$ cat src/rtl/cmd_arbiter.sv
// Shares the cmd_proc command port between the UART wrapper (via a small FIFO) and the
// tour sequencer; round-robin with a tour lock, response byte generation and a watchdog.
module cmd_arbiter #(
    parameter int FIFO_DEPTH = 2,
    parameter int TMO_W      = 20
) (
    input  logic        clk,
    input  logic        rst_n,
    input  logic [15:0] uart_cmd,
    input  logic        uart_cmd_rdy,
    output logic        uart_clr,
    input  logic        tour_req,
    input  logic [15:0] tour_cmd,
    input  logic        tour_last,
    output logic        tour_ack,
    output logic [15:0] cmd,
    output logic        cmd_rdy,
    input  logic        clr_cmd_rdy,
    input  logic        send_resp,
    output logic [7:0]  resp,
    output logic        resp_vld,
    output logic        tour_active,
    output logic        tmo_err
);

    localparam int              PTR_W     = (FIFO_DEPTH > 1) ? $clog2(FIFO_DEPTH) : 1;
    localparam logic [PTR_W:0]  FIFO_FULL = (PTR_W + 1)'(FIFO_DEPTH);
    // Last counter value before expiry: BUSY lasts 2^TMO_W-1 cycles when cmd_proc is silent.
    localparam logic [TMO_W-1:0] WDOG_LAST = {{(TMO_W - 1){1'b1}}, 1'b0};

    typedef enum logic [1:0] {
        IDLE,
        ISSUE,
        BUSY
    } state_t;

    state_t             r_state;
    logic [15:0]        r_fifo_mem [FIFO_DEPTH];
    logic [PTR_W-1:0]   r_wr_ptr;
    logic [PTR_W-1:0]   r_rd_ptr;
    logic [PTR_W:0]     r_count;
    logic               r_grant_tour;
    logic               r_is_last;
    logic [TMO_W-1:0]   r_wdog;

    logic w_full;
    logic w_empty;
    logic w_push;
    logic w_pop;
    logic w_uart_elig;
    logic w_tour_elig;
    logic w_grant_uart;
    logic w_grant_tour;

    assign w_full  = (r_count == FIFO_FULL);
    assign w_empty = (r_count == '0);
    assign w_pop   = (r_state == ISSUE) && clr_cmd_rdy && !r_grant_tour;
    // A full FIFO still accepts when the head leaves in the same cycle.
    assign w_push  = uart_cmd_rdy && !uart_clr && (!w_full || w_pop);

    // r_grant_tour doubles as the round-robin pointer: it names the last source granted.
    assign w_uart_elig  = !w_empty && !tour_active;
    assign w_tour_elig  = tour_req;
    assign w_grant_tour = w_tour_elig && (!w_uart_elig || !r_grant_tour);
    assign w_grant_uart = w_uart_elig && (!w_tour_elig || r_grant_tour);

    assign tour_ack = (r_state == ISSUE) && clr_cmd_rdy && r_grant_tour;

    // NOTE: storage is not reset; r_count and the pointers alone decide which entries are valid.
    always_ff @(posedge clk) begin
        if (w_push) begin
            r_fifo_mem[r_wr_ptr] <= uart_cmd;
        end
    end

    always_ff @(posedge clk or negedge rst_n) begin
        if (!rst_n) begin
            r_wr_ptr <= '0;
            r_rd_ptr <= '0;
            r_count  <= '0;
            uart_clr <= 1'b0;
        end else begin
            uart_clr <= w_push;
            if (w_push) begin
                r_wr_ptr <= r_wr_ptr + 1'b1;
            end
            if (w_pop) begin
                r_rd_ptr <= r_rd_ptr + 1'b1;
            end
            case ({w_push, w_pop})
                2'b10:   r_count <= r_count + 1'b1;
                2'b01:   r_count <= r_count - 1'b1;
                default: r_count <= r_count;
            endcase
        end
    end

    always_ff @(posedge clk or negedge rst_n) begin
        if (!rst_n) begin
            r_state      <= IDLE;
            r_grant_tour <= 1'b0;
            r_is_last    <= 1'b0;
            r_wdog       <= '0;
            cmd          <= '0;
            cmd_rdy      <= 1'b0;
            resp         <= '0;
            resp_vld     <= 1'b0;
            tour_active  <= 1'b0;
            tmo_err      <= 1'b0;
        end else begin
            resp_vld <= 1'b0;
            case (r_state)
                IDLE: begin
                    if (w_grant_tour || w_grant_uart) begin
                        r_state      <= ISSUE;
                        cmd_rdy      <= 1'b1;
                        r_grant_tour <= w_grant_tour;
                        r_is_last    <= w_grant_tour && tour_last;
                        cmd          <= w_grant_tour ? tour_cmd : r_fifo_mem[r_rd_ptr];
                        if (w_grant_tour) begin
                            tour_active <= 1'b1;
                        end
                    end
                end
                ISSUE: begin
                    if (clr_cmd_rdy) begin
                        r_state <= BUSY;
                        cmd_rdy <= 1'b0;
                    end
                end
                BUSY: begin
                    if (send_resp) begin
                        r_state  <= IDLE;
                        r_wdog   <= '0;
                        resp_vld <= 1'b1;
                        resp     <= (!r_grant_tour || r_is_last) ? 8'hA5 : 8'h5A;
                        if (r_grant_tour && r_is_last) begin
                            tour_active <= 1'b0;
                        end
                    end else if (r_wdog == WDOG_LAST) begin
                        r_state     <= IDLE;
                        r_wdog      <= '0;
                        tmo_err     <= 1'b1;
                        tour_active <= 1'b0;
                    end else begin
                        r_wdog <= r_wdog + 1'b1;
                    end
                end
                default: r_state <= IDLE;
            endcase
        end
    end

endmodule

$ cat config.mk
export PLATFORM = sky130hd
export DESIGN_NAME = cmd_arbiter
export DESIGN_NICKNAME = d
export VERILOG_FILES = /design/src/rtl/cmd_arbiter.sv
export SDC_FILE = /design/constraint.sdc
export NUM_CORES = 1
export LEC_CHECK = 0
export ABC_AREA = 1
export ABC_CLOCK_PERIOD_IN_PS = 2700
export BUFFER_PORTS_ARGS = -buffer_cell sky130_fd_sc_hd__buf_2
export CORE_ASPECT_RATIO = 1.75
export CORE_MARGIN = 5
export CORE_UTILIZATION = 56
export CTS_CLUSTER_SIZE = 16
export DETAILED_ROUTE_END_ITERATION = 6
export PLACE_DENSITY = 0.91
export SLEW_MARGIN = 20
export SYNTH_ARGS = -nofsm -noshare
export SYNTH_HDL_FRONTEND = slang
export SYNTH_SLANG_ARGS = --single-unit
$ cat constraint.sdc
create_clock -name clk -period 2.7 [get_ports clk]
set_input_delay 0 -clock clk [delete_from_list [all_inputs] [get_ports clk]]
set_output_delay 0 -clock clk [all_outputs]
set_load 0.01 [all_outputs]
# Word-level counts from Yosys, hierarchy flattened
# Memory sizes are Yosys's and may differ from the RTL's.
# Cells that the tools add are included.
totals:
  in_bits: 39
  register_bits: 57
  memories: 1
  ramBits: 32
  output_inout_bits: 30
mem_list:
  columns: ["memory", "words", "word_bits", "read_ports", "rd_ports_with_merged_regs", "write_ports", "line", "text"]
  rows:
  - ["r_fifo_mem", 2, 16, 1, 0, 1, "38", "logic [15:0] r_fifo_mem [FIFO_DEPTH];"]
classes:
  n_reduce_logical: 33
  muxes: 23
  n_eq_ne: 11
  n_addsub: 5
  bitwise_logic: 1
ops:
  columns: ["cell", "n"]
  rows:
  - ["$mux 20", 2]
  - ["$add 20x1->20 const B", 1]
  - ["$eq 20x20->1 const B", 1]
  - ["$mux 16", 1]
  - ["$mux 1", 11]
  - ["$logic_and 1x1->1", 10]
  - ["$reduce_and 3->1", 3]
  - ["$mux 2", 4]
  - ["$mux 8", 1]
  - ["$logic_not 1->1", 7]
  - ["$eq 2x2->1 const B", 3]
  - ["$ne 2x2->1 const B", 3]
  - ["$ne 3x3->1 const B", 2]
  - ["$pmux 2 s3", 1]
  - ["$reduce_bool 2->1", 3]
  - ["$logic_or 1x1->1", 5]
  - ["$reduce_and 5->1", 1]
  - ["$eq 2x1->1 const B", 2]
  - ["$logic_not 2->1", 2]
  - ["$pmux 1 s2", 2]
  - ["$pmux 2 s2", 1]
  - ["$reduce_and 2->1", 2]
  - ["$add 1x1->1 const B", 2]
  - ["$add 2x1->2 const B", 1]
  - ["other kinds (2)", 2]

# Depth between registers and ports, before layout
# Gate-level depths: netlist of run 1.
depth:
  depth_word: 9
  depth_mapped: 11

# Worst setup path before layout of run 1
# No wires, ideal clock.
synth_timing:
  path_kind: "register to register"
  startpoint: "register r_state[1]"
  endpoint: "memory r_fifo_mem[1][0], enable pin"
  setup_slack_ns: 0.617
  n_path_buf: 0
  t_arrival_ns: 1.693
  path_stages_with_launch: 6
  period_less_slack_ns: 2.083
  required_time_ns: 2.310
  cell_sequence: "dfrtp_1 > inv_1 > nand4_4 > a31oi_2 > inv_1 > nor2_1"
synth_between:
  elab_chain_len: 7
synth_lines:
  columns: ["element", "line", "text"]
  rows:
  - ["start, declared", "37", "state_t r_state;"]
  - ["start signal, assigned", "100", "r_state <= IDLE;"]
  - ["start signal, assigned", "115", "r_state <= ISSUE;"]
  - ["start signal, assigned", "127", "r_state <= BUSY;"]
  - ["$eq 2x1->1", "57", "assign w_pop = (r_state == ISSUE) && clr_cmd_rdy && !r_grant_tour;"]
  - ["$logic_and 1x1->1 (2 in a row)", "57", null]
  - ["$logic_or 1x1->1", "59", "assign w_push = uart_cmd_rdy && !uart_clr && (!w_full || w_pop);"]
  - ["$logic_and 1x1->1", "59", null]
  - ["named net w_push", "48", "logic w_push;"]
  - ["$mux 1", "71", "if (w_push) begin"]
  - ["$mux 1 (not written as such)", "72", "r_fifo_mem[r_wr_ptr] <= uart_cmd;"]
  - ["end, declared", "38", null]
# The timed path passes the listed nets, and every way through them passes these cells.

# Worst setup path after layout of run 1
layout_timing:
  startpoint: "register r_state[1]"
  endpoint: "memory r_fifo_mem[0][9], enable pin"
# Same word-level chain as after synthesis.

==> results.cfg, run 1 <==
[status]
status = finished, final reports clean

[critical_path]
start_kind = flop
worst-path-max-fanout = 16
crit_type = reg2reg
max_stage_delay_ns = 0.48
cpMostUsedCell = inv_1
required_ns = 2.73
slowest_stage = dfrtp_1
critical_path.cell_chain = inv_1 > nand4_4 > a31oi_2 > inv_1 > nor2_1 > buf_4
crit_path_end_kind = flop
worst-endpoint-arrival_ns = 1.93

[final_layout]
area_growth_pct = 26.7
fin_nets = 551
fin_util = 0.731
antennaDiodeCount = 0
mostFrequentLayoutCells = nand2_1 (104), buf_2 (68), dfrtp_1 (51), inv_1 (37), dlygate4sd3_1 (35)
layout-drive-gt1-share = 0.227
n_fill_cell = 381
final_common_cell = nand2_1

[yosys]
yosys.area_share.xor_xnor = 0.0199
synth_adder_area_share = 0.00633
synth_area_per_cell_um2 = 9.69
yosysUniqueCellTypes = 34
synth_nets = 449
syn_inst = 408
yosys.area_share.simple = 0.191
ys_seq_area_frac = 0.566
ys.flop_type = dfrtp_1
synth_mux_area_frac = 0.0405
synth-compound-area-share = 0.106
synth_area_mm2 = 0.00395
synth_edf_count = 32
synth-async-reset-ratio = 0.614
synth_seq_cells = 83
synth_top_family_by_area = simple AND/OR/NAND/NOR gates
yosys_warnings = 0

[drt]
dr.first_iter.drc_count = 381
drtPass1Iterations = 5
vias = 3435
wl_um = 11600
avgViaCountPerCell = 5.73
drtAntennaViolNets = 0
drcViolationCount = 0
wl_per_cell_um = 19.4

[clock_network]
cts_root_buf = clkbuf_16
cts_buffers = 9
clk_pin_slew_worst_paths_ns = 0.06
post_cts_buffers = 0
clk_latency_ns = 0.35
cts_max_path_buffers = 2
cts_hold_buf = 35
cts.repair.resized = 0
htreeDepth = 3
cts.sinks = 83
cts_tree = built

[grt]
grt_max_degree = 35
grt_pass1_wl_um = 18900
grt_antenna_before_repair = 0
overflow = 0
grtUsageTotal = 0.286
grt_pass1_vias = 3711

[floorplan]
start_util = 0.577
die_w_um = 73.5
coreArea_mm2 = 0.00686
die_area_mm2 = 0.00891
io_pins = 69
fp.dieH_um = 121
core.rowCount = 40

[power]
irDropWorstVdd_mv = 0.894
leakagePower_nw = 2.26
p_total_mw = 5.50
powerDensity_mw_per_mm2 = 1100

[timing]
setup_viol = 0
rsz0062_at_grt = no
slew_viol_final = 0
fmax_ghz = 0.527
slew_headroom = 0.380
hold_violations = 0
worst_pin_slew_ns = 0.930
fin_setup_tns_ns = 0
fin_crit_ns = 1.90
fin_skew_ns = 0.00728
fin_crit_sh = 0.702

[placed_design]
gp_congestion = 0.878
io_buffers = 68
dpl.hpwl_um = 6510

[min_path]
hp-class = in2reg

[flow_run]
maxCapViolations = 0
[worst paths after layout]
kind | slack [ns] | to | from | depth (start not counted)
worst min register to register | 0.50 | cmd[3] | cmd[3] | 2
worst max register to register | 0.80 | r_fifo_mem[0][9] | r_state[1] | 6
worst min-delay path | 0.008 | resp_vld | send_resp | 3
max in group asynchronous | 1.69 | r_state[1] | rst_n | 3
min in group asynchronous | 0.22 | cmd[4] | rst_n | 2
worst max-delay path | 0.80 | r_fifo_mem[0][9] | r_state[1] | 6
[worst max-delay path: cells and delay by family (launching register included)]
| kind | cells | cell delay [ns] |
|---|---|---|
| compound gates | 1 | 0.25 |
| simple gates | 2 | 0.28 |
| buf+inv | 3 | 0.57 |
| flops | 1 | 0.48 |
[metrics by stage]
stage | hold slack (ns) | instance area [um^2] | worst slack [ns] | instances
2_1_floorplan | -0.296 | 3950 | 0.617 | 408
5_1_grt | 0.0324 | 5010 | 0.739 | 599
6_report | 0.00820 | 5010 | 0.804 | 599
3_3_place_gp | 0.0461 | 4310 | 1.04 | 548
3_5_place_dp | 0.0545 | 4310 | 0.928 | 548
4_1_cts | 0.0106 | 5010 | 0.882 | 599
[metal layers]
layer / vias up / share of wire / track usage
met1: 1635 / 0.34 / 0.318
met3: 51 / 0.066 / 0.0672
li1: 1544 / - / -
met5: - / 0 / 0
met4: 0 / 0.043 / 0.160
met2: 205 / 0.55 / 0.487
[state kept, by name, summed over array words and instances (netlist names), 2 cells and up]
name	cells
resp	2
r_count	2
r_state	2
cmd	16
r_fifo_mem	32
r_wdog	20
[cells by family (layout without fill, tap and decap cells)]
logic type      Yosys count  count (layout)
buf+inv                  58             165
xor+xnor                  9               9
simple gates            174             174
compound gates           66              66
mux                      16              16
fa+ha+maj                 2               2
flops                    83              83
[area by class of cell]
cell class,instances,area (um^2),share of cell area
clock buffers,9,225,0.0450
repair buffers,107,721,0.144
multi-input cells,267,1440,0.287
flip-flops and latches,83,2240,0.447
clock inverters,7,124,0.0247
inverters,42,160,0.0320
well taps,84,105,0.0210
[Yosys cell counts (6+ instances only)]
cell      instances  area (um^2)
buf_4             8         60.1
nand2_1         104          390
dfrtp_1          51         1280
a21oi_2          12          105
a21oi_1           7         35.0
nand3_1          21          105
inv_1            37          139
mux2i_1          16          160
o21ai_1          19         95.1
edfxtp_1         32          961
o21ai_0          14         70.1
nor2_1           33          124
xor2_1            6         52.6
[power breakdown]
part	internal, mW	total [mW]	switching, mW	leakage [nW]
logic	0.682	1.86	1.18	1.15
registers	1.76	2.19	0.426	0.944
clock network	0.914	1.45	0.537	0.172
total	3.36	5.50	2.14	2.26
No activity file was read; power rests on OpenSTA's default activity.
==> inputs of run 2 (changes only) <==
Settings changed: ABC_CLOCK_PERIOD_IN_PS 2700 to 2000.
Clock period 2.7 ns to 2 ns, I/O delays scaled along.
==> run 2 against run 1 <==
  * Fmax is 0.26% higher
  * Clock skew is 0.00062 ns lower
  * Register-to-register slack worse by 0.69 ns
  * Combinational power is 39% higher
  * Sequential share of layout area is 0.33 points higher
  * Largest power group unchanged
  * Critical path depth stayed put
  * Final cell count is 0.33% higher
  * Die area stayed put
  * Clock power is 8% higher
  * Wire length is 3.2% lower
  * Critical endpoint is now r_fifo_mem[1][7]
==> results.cfg, run 2 (synthesized netlist as in run 1, its figures left out) <==
[timing]
fin_skew_ns = 0.00666
slew_headroom = 0.544
hold_violations = 0
fmax_ghz = 0.529
fin_crit_ns = 1.89
slew_viol_final = 0
fin_crit_sh = 0.945
fin_setup_tns_ns = 0
setup_viol = 0
rsz0062_at_grt = no
worst_pin_slew_ns = 0.683

[drt]
drcViolationCount = 0
drtPass1Iterations = 6
wl_um = 11200
wl_per_cell_um = 18.7
vias = 3485
dr.first_iter.drc_count = 290
avgViaCountPerCell = 5.80
drtAntennaViolNets = 0

[placed_design]
dpl-instance-area_mm2 = 0.00434
io_buffers = 68
dpl.hpwl_um = 6270
gp_congestion = 0.887

[clock_network]
cts.repair.resized = 0
clk_latency_ns = 0.35
cts_tree = built
cts_root_buf = clkbuf_16
htreeDepth = 3
cts_buffers = 9
post_cts_buffers = 0
cts_max_path_buffers = 2
clk_pin_slew_worst_paths_ns = 0.07
cts.sinks = 83

[grt]
overflow = 0
grt_pass1_wl_um = 18300
grt_antenna_before_repair = 0
grt_pass1_vias = 3557
grt_max_degree = 52
grtUsageTotal = 0.274

[critical_path]
reg2regPathDepth = 6
startpoint = r_state[1]
r2r-start = r_state[1]
required_ns = 2.03
worst-endpoint-arrival_ns = 1.92
crit_path_end_kind = flop
start_kind = flop
worst-path-max-fanout = 17
crit_type = reg2reg
r2r_slack_ns = 0.11
r2r_end = r_fifo_mem[1][7]

[power]
p_total_mw = 7.02
irDropWorstVdd_mv = 0.959
leakagePower_nw = 2.23
powerDensity_mw_per_mm2 = 1410

[final_layout]
layout-drive-gt1-share = 0.230
final_cell_area_mm2 = 0.00497
antennaDiodeCount = 0
final_common_cell = nand2_1
largest_reg_flops = 32
area_growth_pct = 25.8
reg.largest.list = r_fifo_mem: 32 flops, r_wdog: 20 flops, cmd: 16 flops
fin_nets = 553
mostFrequentLayoutCells = nand2_1 (104), buf_2 (68), dfrtp_1 (51), inv_1 (37), dlygate4sd3_1 (36)
regMostFlops = r_fifo_mem

[floorplan]
die_area_mm2 = 0.00891
coreArea_mm2 = 0.00686
die_w_um = 73.5
start_util = 0.577
core.rowCount = 40
io_pins = 69
fp.dieH_um = 121

[flow_run]
maxCapViolations = 0

[status]
status = finished, final reports clean

[min_path]
min_delay_path_depth = 5
holdPathEnd = uart_clr
hold_start = uart_cmd_rdy
hp-class = in2reg
run 2: cell types whose count changed in the layout (fill, tap and decap cells not counted), sizes merged:
cell	delta
clkinv	-1
bufinv	-3
clkinvlp	+3
clkbuf	+1
buf	+1
dlygate4sd3	+1
run 2: worst max-delay path, stage by stage, from the launching register on:
cell     delay [ns]
dfrtp_1        0.48
inv_1          0.15
nand4_4        0.15
a31oi_2        0.25
inv_1          0.13
nor2_2         0.11
buf_4          0.28
run 2: final cells by class:
type	count	area, um^2
Clock inverter	6	48.8
Tap cell	84	105
Fill cell	398	1880
Sequential cell	83	2240
Multi-Input combinational cell	267	1440
Clock buffer	10	229
Inverter	42	160
Timing Repair Buffer	109	751
run 2: power by group:
part,internal (mW),switching (mW)
Sequential,2.38,0.481
Combinational,0.945,1.65
Clock,0.852,0.712
run 2: repair_timing:
action / in CTS / in global routing
hold buffers: 36 / 0
endpoints found under the setup margin: 0 / 0
hold endpoints to repair: 102 / 0
run 2: metal layers:
metal,global-route usage,wire [um],up-vias
met4,0.119,381,0
met5,0,0,-
li1,-,-,1555
met2,0.464,6190,198
met3,0.0647,719,38
met1,0.322,3950,1694
run 2: per-stage QoR:
stage               utilization  cells  setup WS [ns]  hold WS (ns)
floorplan                     -    408          0.170        -0.296
global placement          0.632    549          0.331         0.154
detailed placement        0.632    549          0.265         0.167
CTS                       0.725    601          0.250        0.0374
global route              0.725    601         0.0558         0.108
finish                    0.725    601          0.109        0.0890
run 2: how the worst max path moves through the flow:
| stage | end | slack (ns) | cells past startpoint |
|---|---|---|---|
| final | r_fifo_mem[1][7] | 0.11 | 6 |
| after global routing | r_fifo_mem[1][3] | 0.06 | 6 |
| after CTS | r_fifo_mem[1][3] | 0.25 | 6 |
| after detailed placement | r_fifo_mem[1][9] | 0.27 | 6 |
| after global placement | r_fifo_mem[1][11] | 0.33 | 6 |
| after floorplan | r_fifo_mem[1][0] | 0.17 | 5 |
==> inputs of run 3 (changes only) <==
Settings changed: CAP_MARGIN set to 0, CTS_BUF_LIST set to sky130_fd_sc_hd__clkbuf_16.
==> run 3 against run 2 <==
  * Sequential share of layout area is the same
  * Critical path depth is the same
  * Final cell count is the same
  * Combinational power about the same
  * Flip-flop and latch count stayed put
  * Global-route usage unchanged
  * Sequential power about the same
  * Final area is the same
  * Largest cell class unchanged
==> results.cfg, run 3 (synthesized netlist as in run 1, its figures left out) <==
[final_layout]
regMostFlops = r_fifo_mem
fin_util = 0.725
reg.largest.list = r_fifo_mem: 32 flops, r_wdog: 20 flops, cmd: 16 flops
final_cell_area_mm2 = 0.00497
layout-drive-gt1-share = 0.230
final_cells = 601
fin_nets = 553
final_common_cell = nand2_1
mostFrequentLayoutCells = nand2_1 (104), buf_2 (68), dfrtp_1 (51), inv_1 (38), dlygate4sd3_1 (36)
area_growth_pct = 25.8
antennaDiodeCount = 0
largest_reg_flops = 32

[floorplan]
fp.dieH_um = 121
die_area_mm2 = 0.00891
core.rowCount = 40
coreArea_mm2 = 0.00686
io_pins = 69
die_w_um = 73.5
start_util = 0.577

[clock_network]
post_cts_buffers = 0
cts.sinks = 83
htreeDepth = 3
cts_buffers = 9
clk_latency_ns = 0.34
cts_max_path_buffers = 2
cts_tree = built
cts_root_buf = clkbuf_16
clk_pin_slew_worst_paths_ns = 0.07
cts_hold_buf = 36
cts.repair.resized = 0

[placed_design]
pre_cts_ws_ns = 0.265
dpl.hpwl_um = 6270
gp_congestion = 0.887
io_buffers = 68
dpl-instance-area_mm2 = 0.00434
dp_cells = 549

[critical_path]
crit_path_end_kind = flop
start_kind = flop
worst-path-max-fanout = 17
r2r_slack_ns = 0.11
worst-endpoint-arrival_ns = 1.92
crit_type = reg2reg
required_ns = 2.03

[timing]
fin_skew_ns = 0.00586
worst_pin_slew_ns = 0.677
fmax_ghz = 0.529
fin_crit_ns = 1.89
setup_ws_ns = 0.109
slew_viol_final = 0
hold_violations = 0
rsz0062_at_grt = no
fin_setup_tns_ns = 0
slew_headroom = 0.549
fin_crit_sh = 0.945
holdWs_ns = 0.0888
setup_viol = 0

[power]
leakagePower_nw = 2.24
irDropWorstVdd_mv = 0.960
p_total_mw = 7.01
powerDensity_mw_per_mm2 = 1410

[grt]
grtUsageTotal = 0.274
grt_pass1_vias = 3557
grt_max_degree = 52
grt_antenna_before_repair = 0
overflow = 0
grt_pass1_wl_um = 18300

[drt]
dr.first_iter.drc_count = 292
wl_um = 11200
drcViolationCount = 0
drtAntennaViolNets = 0
wl_per_cell_um = 18.7
drtPass1Iterations = 7
avgViaCountPerCell = 5.71
vias = 3429

[flow_run]
maxCapViolations = 0

[status]
status = finished, final reports clean

[min_path]
hp-class = in2reg
## run 3: cell types whose count changed in the layout (fill, tap and decap cells not counted), sizes merged
cell / change
inv: +1
clkbuf: -1
## run 3: worst max-delay path, stage by stage, from the launching register on
cell and delay [ns]:
dfrtp_1 0.48, inv_1 0.15, nand4_4 0.15, a31oi_2 0.25, inv_1 0.13, nor2_2 0.11, buf_4 0.28
## run 3: worst paths after layout
path                              start          endpoint  cells after the start
hold reg to reg                  cmd[2]            cmd[2]                      2
setup / recovery             r_state[1]  r_fifo_mem[1][9]                      6
setup reg to reg             r_state[1]  r_fifo_mem[1][9]                      6
min in group asynchronous         rst_n           cmd[13]                      3
max in group asynchronous         rst_n           resp[6]                      3
hold / removal             uart_cmd_rdy          uart_clr                      5
## run 3: routing by layer
metal  up-vias  track usage  share of wire
met3        35       0.0647          0.064
met2       170        0.464           0.55
met5         -            0              0
met4         0        0.119          0.034
met1      1672        0.322           0.35
li1       1552            -              -
## run 3: cell type report
class	instances	area, um^2
sequential	83	2240
inverter	42	160
multi-input combinational	267	1440
tap	84	105
clock buffer	9	225
clock inverter	7	52.6
timing repair buffer	109	751
fill	398	1880
## run 3: power by group
part	internal [mW]	switching (mW)	total, mW
sequential	2.38	0.480	2.86
combinational	0.945	1.65	2.59
clock	0.847	0.708	1.55
total	4.18	2.84	7.01
